===== src/rtl/proc_prog_sequencer_if.sv =====
// proc_prog_sequencer_if: program-load, control and core-side signals of the program sequencer
interface proc_prog_sequencer_if #(
  parameter int DATA_W = 16,
  parameter int ADDR_W = 5,
  parameter int CNT_W  = 16
);
  logic              load_en;
  logic [ADDR_W-1:0] load_addr;
  logic [DATA_W+1:0] load_data;
  logic              start;
  logic              loop_mode;
  logic              abort;
  logic              done;
  logic [DATA_W-1:0] din;
  logic              run;
  logic              busy;
  logic              finished;
  logic              wdog_err;
  logic [ADDR_W-1:0] pc;
  logic [CNT_W-1:0]  instr_cnt;
  logic [CNT_W-1:0]  cycle_cnt;
  modport slave (
    input  load_en, load_addr, load_data, start, loop_mode, abort, done,
    output din, run, busy, finished, wdog_err, pc, instr_cnt, cycle_cnt
  );
  modport master (
    output load_en, load_addr, load_data, start, loop_mode, abort, done,
    input  din, run, busy, finished, wdog_err, pc, instr_cnt, cycle_cnt
  );
endinterface


===== src/rtl/proc_prog_sequencer.sv =====
// proc_prog_sequencer: streams a stored program into the multicycle core with run/done handshaking
module proc_prog_sequencer #(
  parameter int DATA_W = 16,
  parameter int DEPTH  = 32,
  parameter int ADDR_W = 5,
  parameter int WDOG_W = 6,
  parameter int CNT_W  = 16
) (
  input logic clock,
  input logic reset,
  proc_prog_sequencer_if.slave bus
);
  localparam logic [2:0] S_IDLE  = 3'd0;
  localparam logic [2:0] S_ISSUE = 3'd1;
  localparam logic [2:0] S_IMM   = 3'd2;
  localparam logic [2:0] S_WAIT  = 3'd3;
  localparam logic [2:0] S_ADV   = 3'd4;
  localparam logic [2:0] S_ERROR = 3'd5;
  logic [DATA_W+1:0] r_mem [DEPTH];
  logic [2:0]        r_state;
  logic [2:0]        w_next;
  logic [ADDR_W-1:0] r_pc;
  logic [DATA_W-1:0] r_din;
  logic [WDOG_W-1:0] r_wdog;
  logic [WDOG_W-1:0] w_wdog_inc;
  logic [CNT_W-1:0]  r_instr;
  logic [CNT_W-1:0]  r_cycles;
  logic              r_loop;
  logic              r_wdog_err;
  logic [DATA_W+1:0] w_entry;
  logic              w_last;
  logic              w_imm;
  logic              w_active;
  logic              w_end;
  logic              w_abort;
  logic              w_busy;
  logic              w_timeout;
  logic              w_drive;
  assign w_entry    = r_mem[r_pc];
  assign w_last     = w_entry[DATA_W+1];
  assign w_imm      = w_entry[DATA_W];
  assign w_active   = r_state == S_ISSUE || r_state == S_IMM || r_state == S_WAIT || r_state == S_ADV;
  assign w_end      = r_state == S_ADV && w_last && !r_loop;
  assign w_abort    = bus.abort && r_state != S_IDLE;
  assign w_busy     = w_active && !w_end && !bus.abort;
  assign w_wdog_inc = r_wdog + WDOG_W'(1);
  assign w_timeout  = w_wdog_inc == '1;
  assign w_drive    = r_state == S_ISSUE || r_state == S_IMM;
  // program memory: writable only while idle, contents survive reset
  always_ff @(posedge clock) begin
    if (bus.load_en && r_state == S_IDLE) r_mem[bus.load_addr] <= bus.load_data;
  end
  // next-state selection; abort overrides every other transition
  always_comb begin
    w_next = r_state;
    case (r_state)
      S_IDLE:  w_next = bus.start ? S_ISSUE : S_IDLE;
      S_ISSUE: w_next = w_imm ? S_IMM : S_WAIT;
      S_IMM:   w_next = S_WAIT;
      S_WAIT:  w_next = bus.done ? S_ADV : w_timeout ? S_ERROR : S_WAIT;
      S_ADV:   w_next = w_end ? S_IDLE : S_ISSUE;
      default: w_next = S_IDLE;
    endcase
    if (w_abort) w_next = S_IDLE;
  end
  // state, pc, held din word, watchdog and saturating counters
  always_ff @(posedge clock) begin
    if (reset) begin
      r_state    <= S_IDLE;
      r_pc       <= '0;
      r_din      <= '0;
      r_wdog     <= '0;
      r_instr    <= '0;
      r_cycles   <= '0;
      r_loop     <= 1'b0;
      r_wdog_err <= 1'b0;
    end else begin
      r_state <= w_next;
      if (w_drive) r_din <= w_entry[DATA_W-1:0];
      if (r_state == S_ISSUE) r_wdog <= '0;
      else if (r_state == S_WAIT) r_wdog <= w_wdog_inc;
      if (r_state == S_IDLE && bus.start) begin
        r_pc       <= '0;
        r_instr    <= '0;
        r_cycles   <= '0;
        r_wdog_err <= 1'b0;
        r_loop     <= bus.loop_mode;
      end else if (!w_abort) begin
        if (r_state == S_ISSUE && w_imm) r_pc <= r_pc + ADDR_W'(1);
        if (r_state == S_ADV && !w_end) r_pc <= w_last ? '0 : r_pc + ADDR_W'(1);
        if (r_state == S_WAIT && bus.done && r_instr != '1) r_instr <= r_instr + CNT_W'(1);
        if (r_state == S_WAIT && !bus.done && w_timeout) r_wdog_err <= 1'b1;
        if (w_busy && r_cycles != '1) r_cycles <= r_cycles + CNT_W'(1);
      end
    end
  end
  assign bus.din       = w_drive ? w_entry[DATA_W-1:0] : r_din;
  assign bus.run       = r_state == S_ISSUE && !bus.abort;
  assign bus.busy      = w_busy;
  assign bus.finished  = w_end && !bus.abort;
  assign bus.wdog_err  = r_wdog_err;
  assign bus.pc        = r_pc;
  assign bus.instr_cnt = r_instr;
  assign bus.cycle_cnt = r_cycles;
endmodule


===== src/flat_wrapper.sv =====
// flat-port wrapper written by rule: the top's interface ports become plain ports
module proc_prog_sequencer_flat 
#(
  parameter int DATA_W = 16,
  parameter int DEPTH  = 32,
  parameter int ADDR_W = 5,
  parameter int WDOG_W = 6,
  parameter int CNT_W  = 16
)
  (clock, reset, bus_load_en, bus_load_addr, bus_load_data, bus_start, bus_loop_mode, bus_abort, bus_done, bus_din, bus_run, bus_busy, bus_finished, bus_wdog_err, bus_pc, bus_instr_cnt, bus_cycle_cnt);
  proc_prog_sequencer_if #(.DATA_W(DATA_W), .ADDR_W(ADDR_W), .CNT_W(CNT_W)) bus_i ();
  input logic clock;
  input logic reset;
  input wire logic [$bits(bus_i.load_en)-1:0] bus_load_en;
  input wire logic [$bits(bus_i.load_addr)-1:0] bus_load_addr;
  input wire logic [$bits(bus_i.load_data)-1:0] bus_load_data;
  input wire logic [$bits(bus_i.start)-1:0] bus_start;
  input wire logic [$bits(bus_i.loop_mode)-1:0] bus_loop_mode;
  input wire logic [$bits(bus_i.abort)-1:0] bus_abort;
  input wire logic [$bits(bus_i.done)-1:0] bus_done;
  output wire logic [$bits(bus_i.din)-1:0] bus_din;
  output wire logic [$bits(bus_i.run)-1:0] bus_run;
  output wire logic [$bits(bus_i.busy)-1:0] bus_busy;
  output wire logic [$bits(bus_i.finished)-1:0] bus_finished;
  output wire logic [$bits(bus_i.wdog_err)-1:0] bus_wdog_err;
  output wire logic [$bits(bus_i.pc)-1:0] bus_pc;
  output wire logic [$bits(bus_i.instr_cnt)-1:0] bus_instr_cnt;
  output wire logic [$bits(bus_i.cycle_cnt)-1:0] bus_cycle_cnt;
  assign bus_i.load_en = bus_load_en;
  assign bus_i.load_addr = bus_load_addr;
  assign bus_i.load_data = bus_load_data;
  assign bus_i.start = bus_start;
  assign bus_i.loop_mode = bus_loop_mode;
  assign bus_i.abort = bus_abort;
  assign bus_i.done = bus_done;
  assign bus_din = bus_i.din;
  assign bus_run = bus_i.run;
  assign bus_busy = bus_i.busy;
  assign bus_finished = bus_i.finished;
  assign bus_wdog_err = bus_i.wdog_err;
  assign bus_pc = bus_i.pc;
  assign bus_instr_cnt = bus_i.instr_cnt;
  assign bus_cycle_cnt = bus_i.cycle_cnt;
  proc_prog_sequencer #(.DATA_W(DATA_W), .DEPTH(DEPTH), .ADDR_W(ADDR_W), .WDOG_W(WDOG_W), .CNT_W(CNT_W)) u_core (.clock(clock), .reset(reset), .bus(bus_i));
endmodule

===== config.mk =====
export PLATFORM = sky130hd
export DESIGN_NAME = proc_prog_sequencer_flat
export DESIGN_NICKNAME = d
export VERILOG_FILES = /design/src/rtl/proc_prog_sequencer_if.sv /design/src/rtl/proc_prog_sequencer.sv /design/src/flat_wrapper.sv
export SDC_FILE = /design/constraint.sdc
export NUM_CORES = 1
export LEC_CHECK = 0
export BUFFER_PORTS_ARGS = -buffer_cell sky130_fd_sc_hd__buf_2
export CAP_MARGIN = 20
export CORE_MARGIN = 2
export CORE_UTILIZATION = 30
export CTS_CLUSTER_SIZE = 12
export DETAILED_ROUTE_END_ITERATION = 12
export GPL_TIMING_DRIVEN = 0
export PLACE_DENSITY = 0.53
export SETUP_SLACK_MARGIN = 0.5
export SYNTH_ARGS = -nofsm -noshare
export SYNTH_HDL_FRONTEND = slang
export SYNTH_SLANG_ARGS = --single-unit

===== constraint.sdc =====
create_clock -name clock -period 8 [get_ports clock]
set_input_delay 1.6 -clock clock [delete_from_list [all_inputs] [get_ports clock]]
set_output_delay 1.6 -clock clock [all_outputs]
set_load 0.02 [all_outputs]

# Yosys cells after proc, flatten, opt, wreduce, memory -nomap -nowiden
# Memories as Yosys holds them, arrays and structs flattened. A register that Yosys moved wholly into a read port is not among the register bits.
# Index checks and enable logic that the tools add are counted.
# op_classes
n_addsub,4
n_mul,0
n_div,0
order_cmp,0
eq_ne,7
n_shift,0
muxes,14
bitwise,1
n_reduce_logical,33
# ops
op,n
"16-bit by 1-bit adder with 16-bit output, second input constant",2
"16-bit != test, second input constant",2
5-bit 2-to-1 mux,5
1-bit logical AND,16
16-bit 2-to-1 mux,1
3-bit case mux with 5 select lines,1
2-bit AND reduction,4
"6-bit by 1-bit adder with 6-bit output, second input constant",1
"3-bit by 2-bit equality test with 1-bit output, second input constant",2
"6-bit equality test, second input constant",1
3-bit 2-to-1 mux,2
2-bit OR reduction,3
"5-bit by 1-bit adder with 5-bit output, second input constant",1
1-bit 2-to-1 mux,5
1-bit logical NOT,4
"3-bit by 1-bit equality test with 1-bit output, second input constant",1
"3-bit equality test, second input constant",1
3-bit logical NOT,1
1-bit logical OR,3
3-bit nonzero test,1
2-bit nonzero test,1
1-bit inverter,1
# word_totals
reg_bits,64
latch_bits,0
mem_bits_rw,576
romBits,0
in_bits,30
output_inout_bits,57
memories,1
# mem_list
name,depth,width,read_ports,rd_ports_with_merged_regs,write_ports,line,rtl
u_core.r_mem,32,18,1,1,1,proc_prog_sequencer.sv:19,logic [DATA_W+1:0] r_mem [DEPTH];

# Logic depth before layout (Yosys ltp)
# logic_depth
depth_word,9
ltp_mapped,11
mapped_depth_nobuf,7

# Worst setup path before layout
# No wires, ideal clock.
# synth_path
path_type,input to output
startpoint,input bus_abort
endpoint,output bus_finished
arrival_time_ps,2506
required_ps,6400
slack_ps,3894
cell_stages,2
n_path_buf,1
cell_sequence,clkbuf_1 nor4_1
# synth_via
elab_chain_cells,2
# synth_lines
item,line,rtl
start: declaration,flat_wrapper.sv:19,input wire logic [$bits(bus_i.abort)-1:0] bus_abort;
1-bit logical NOT,proc_prog_sequencer.sv:100,assign bus.finished = w_end && !bus.abort;
1-bit logical AND,proc_prog_sequencer.sv:100,
end: declaration,flat_wrapper.sv:24,output wire logic [$bits(bus_i.finished)-1:0] bus_finished;
# Every way passes these cells.

==> results.txt <==
----------------------------------------------------
[Synthesis]
  Post-synth net total ... 1303
  Seq cells post-synth ... about 650
  Synth cell types ... between 50 and 60
  Avg Inst Size Synth ... roughly 20 sq um
  FFs w/ async S/R, synth ... 0%
  Most used flip-flop cell after synthesis ... sky130_fd_sc_hd__edfxtp_1
  Sequential cell area fraction in the yosys report ... 73.9%
  Number of enable-type register cells in the synthesized netlist ... roughly 580
  Syn. warnings ... 0
  Cell Area, Synth ... between 20000 and 30000 sq um
  Cells after Synth ... between 1000 and 1500

[STA]
  Final critical-path share of the clock period ... 74.5%
  Maximum clock frequency ... between 150 and 200 MHz
  Accumulated negative setup slack ... 0 ns
  Total of endpoints with negative setup slack in the final report ... 0
  Setup repair after global routing missed its margin ... no
  Post-route minimum period ... around 6 ns
  Slew Limit Headroom ... about a quarter
  Measured slew at the worst slew-check pin ... approximately 1.1 ns
  Final-report hold violation count ... 0
  Clock skew ... between 0.04 and 0.05 ns
  Max Transition Viols Final ... 0
  Hold slack ... about 0.49 ns

[CTS]
  Clk_lat worst skew ... approximately 0.62 ns
  Post-cts resize count ... 0
  CTS root buffer ... sky130_fd_sc_hd__clkbuf_16
  Number of clock sinks seen by CTS ... 645
  # hold bufs at CTS ... 0
  Number of buffers inserted during clock tree synthesis ... between 60 and 70
  Number of H-tree branching levels ... 3
  Clock tree from TritonCTS ... done
  Clock-pin slew on the worst setup and hold paths ... about 0.060 ns
  Maximum clock path buffer count ... 3
  Post-CTS Repair Setup Buffers ... 0

[Power and ir drop]
  Clock Power Share ... 42.8%
  Internal Power ... between 5 and 6 mW
  Portion of total power attributed to sequential cells ... a little over half
  Leakage power ... about 9.1 nW
  Power per standard cell area ... ~230 nW/um^2
  Largest vdd supply drop ... about 150 uV
  Combinational Power Share ... ~4.2%
  Reported net switching power ... approximately 1.5 mW
  Switching part of the total ... a little over a fifth

[Drt]
  Wire length per cell ... roughly 24 um
  Count of unresolved DRC violations after routing ... 0
  Total number of vias ... between 10000 and 15000
  Number of vias per cell ... 5.02
  Final wirelength ... between 60000 and 70000 um
  DR iter-0 viols ... 1102
  Initial DRT Pass Iterations ... 5
  Final antenna-violating net count ... 0

[GRT]
  Number of global-route vias before repair ... roughly 13000
  Pin count of the biggest net entering global routing ... 33
  Total congestion overflow after global routing ... 0
  First-pass GRT wire length ... 89400 um
  GRT Total Usage ... between 10 and 15%
  Antenna violations before repair ... 5

[Placed design]
  Half-perimeter wire length after detailed placement ... approximately 40000 um
  I/O Buffers ... 84
  Placed cell count ... around 2500
  Global placer's final weighted congestion ... 0.841

[Worst setup path]
  Critical Path Slowest Stage Cell ... sky130_fd_sc_hd__buf_1
  Required time worst endpoint ... about 6.4 ns
  Maximum fanout along the worst path ... 10
  Slowest stage delay, CP ... between 0.8 and 0.9 ns
  Cells along the critical path ... buf_6, buf_12, buf_6, buf_2, buf_1, mux4_2, mux4_2, mux2i_1, a21oi_1, buf_2
  Crit path arrival time ... 4.36 ns
  CP Class ... reg2out
  Worst setup SP type ... flip-flop
  Crit path capture type ... primary output

[Cells and area]
  Commonest cells after routing, fill and taps aside ... sky130_fd_sc_hd__edfxtp_1 (576), sky130_fd_sc_hd__mux4_2 (174), sky130_fd_sc_hd__buf_2 (107)
  Post-synthesis to final-layout area growth ... 18.0%
  Layout cell share with drive strength beyond 1 ... approximately 30%
  Non-filler cells, final ... 2578
  Net count, final ... 1484
  Most common library cell in the layout ignoring fill and taps ... sky130_fd_sc_hd__edfxtp_1
  Share of the core filled with cells in the final layout ... 35.7%

[Floorplanning]
  Total Die Area ... ~87000 sq um
  Number of primary I/O pins ... between 80 and 90
  Die W ... approximately 290 um
  CORE AREA ... 83600 sq um
  Std cell rows ... about 110
  Die Y ... about 290 um
  Initial cell density of the core ... 30.2%

[Hold path]
  Hold Crit Class ... reg2reg

[Run]
  Max capacitance violation total ... 0

[Run status]
  Outcome ... complete, no violations

----------------------------------------------------
flip-flops by register name (all words and copies together) (netlist names), named ones only:
signal	count
u_core.r_din	16
u_core.bus.pc	5
u_core.bus.wdog_err	1
u_core.r_wdog	6
u_core.r_state	3
u_core.bus.instr_cnt	16
u_core.r_mem	576
u_core.bus.cycle_cnt	16
u_core.r_loop	1
routing by layer:
metal	routed length, um	track usage (%)	vias up	part of all wire (%)
met2	29400	23.1	390	47
met1	27600	19.7	6851	44
met5	23	0	-	0.037
met3	4130	3.67	95	6.6
li1	-	-	5592	-
met4	1120	3.38	4	1.8
stage by stage:
step | setup slack [ns] | power, mW | area [sq um]
6_report | 2.04 | 7.00 | 29800
2_1_floorplan | 3.89 | 3.93 | 25300
3_3_place_gp | 2.76 | 4.05 | 27000
4_1_cts | 2.09 | 7.07 | 29800
3_5_place_dp | 2.78 | 4.07 | 27700
5_1_grt | 1.92 | 7.21 | 29800
worst max-delay path, delay by kind of cell (launching register included):
kind                   cells  cell delay [ns]
multiplexers               3             1.35
AO/OA/AOI/OAI              1             0.25
flip-flops                 1             0.33
buffers and inverters      6             1.81
path summary, 6_finish.rpt:
path / from / to / slack (ns) / depth (start not counted)
setup / recovery: flip-flop / bus_din[4] / 2.04 / 10
hold / removal: u_core.bus.cycle_cnt[10] / u_core.bus.cycle_cnt[10] / 0.49 / 2
setup reg to reg: flip-flop / u_core.r_din[4] / 4.14 / 10
hold reg to reg: u_core.bus.cycle_cnt[10] / u_core.bus.cycle_cnt[10] / 0.49 / 2
synth_stat cells (all sizes together) (15+ instances only):
cell / number / share of area [%]
buf: 40 / 0.90
edfxtp: 576 / 68
nand3: 21 / 0.42
nor2b: 21 / 0.52
nor2: 83 / 1.2
xor2: 15 / 0.52
nand4: 15 / 0.37
a21oi: 42 / 0.91
mux2i: 33 / 1.3
clkbuf: 28 / 0.42
nand2: 32 / 0.48
mux4: 174 / 16
dfxtp: 69 / 5.5
power groups by stage:
stage,registers (mW),logic [mW],clock network (mW)
global route,3.71,0.318,3.19
finish,3.71,0.295,3.00
CTS,3.71,0.296,3.07
detailed placement,3.78,0.295,0
global placement,3.78,0.276,0
floorplan,3.78,0.151,0
final cells by class:
type                    count  area (sq um)
clock buffers              99          1880
fillers                  7799         53700
diodes                      2          5.00
inverters                   6          25.0
repair buffers            111           991
clock inverters            18           204
multi-input cells         549          6350
well taps                1080          1350
plain buffers              68           333
flip-flops and latches    645         18700
kinds of logic (layout without fill, tap and decap cells):
logic type | after synthesis | in the layout | share of synthesized area [%]
AND/OR/NAND/NOR | 230 | 230 | 4.56
other | 0 | 2 | 0
flip-flops | 645 | 645 | 73.9
AO/OA/AOI/OAI | 89 | 89 | 2.43
buffers and inverters | 74 | 302 | 1.42
multiplexers | 207 | 207 | 16.8
XOR/XNOR | 18 | 18 | 0.624
adder cells (fa/ha/maj) | 5 | 5 | 0.248
Power figures use the tool's default switching activity.
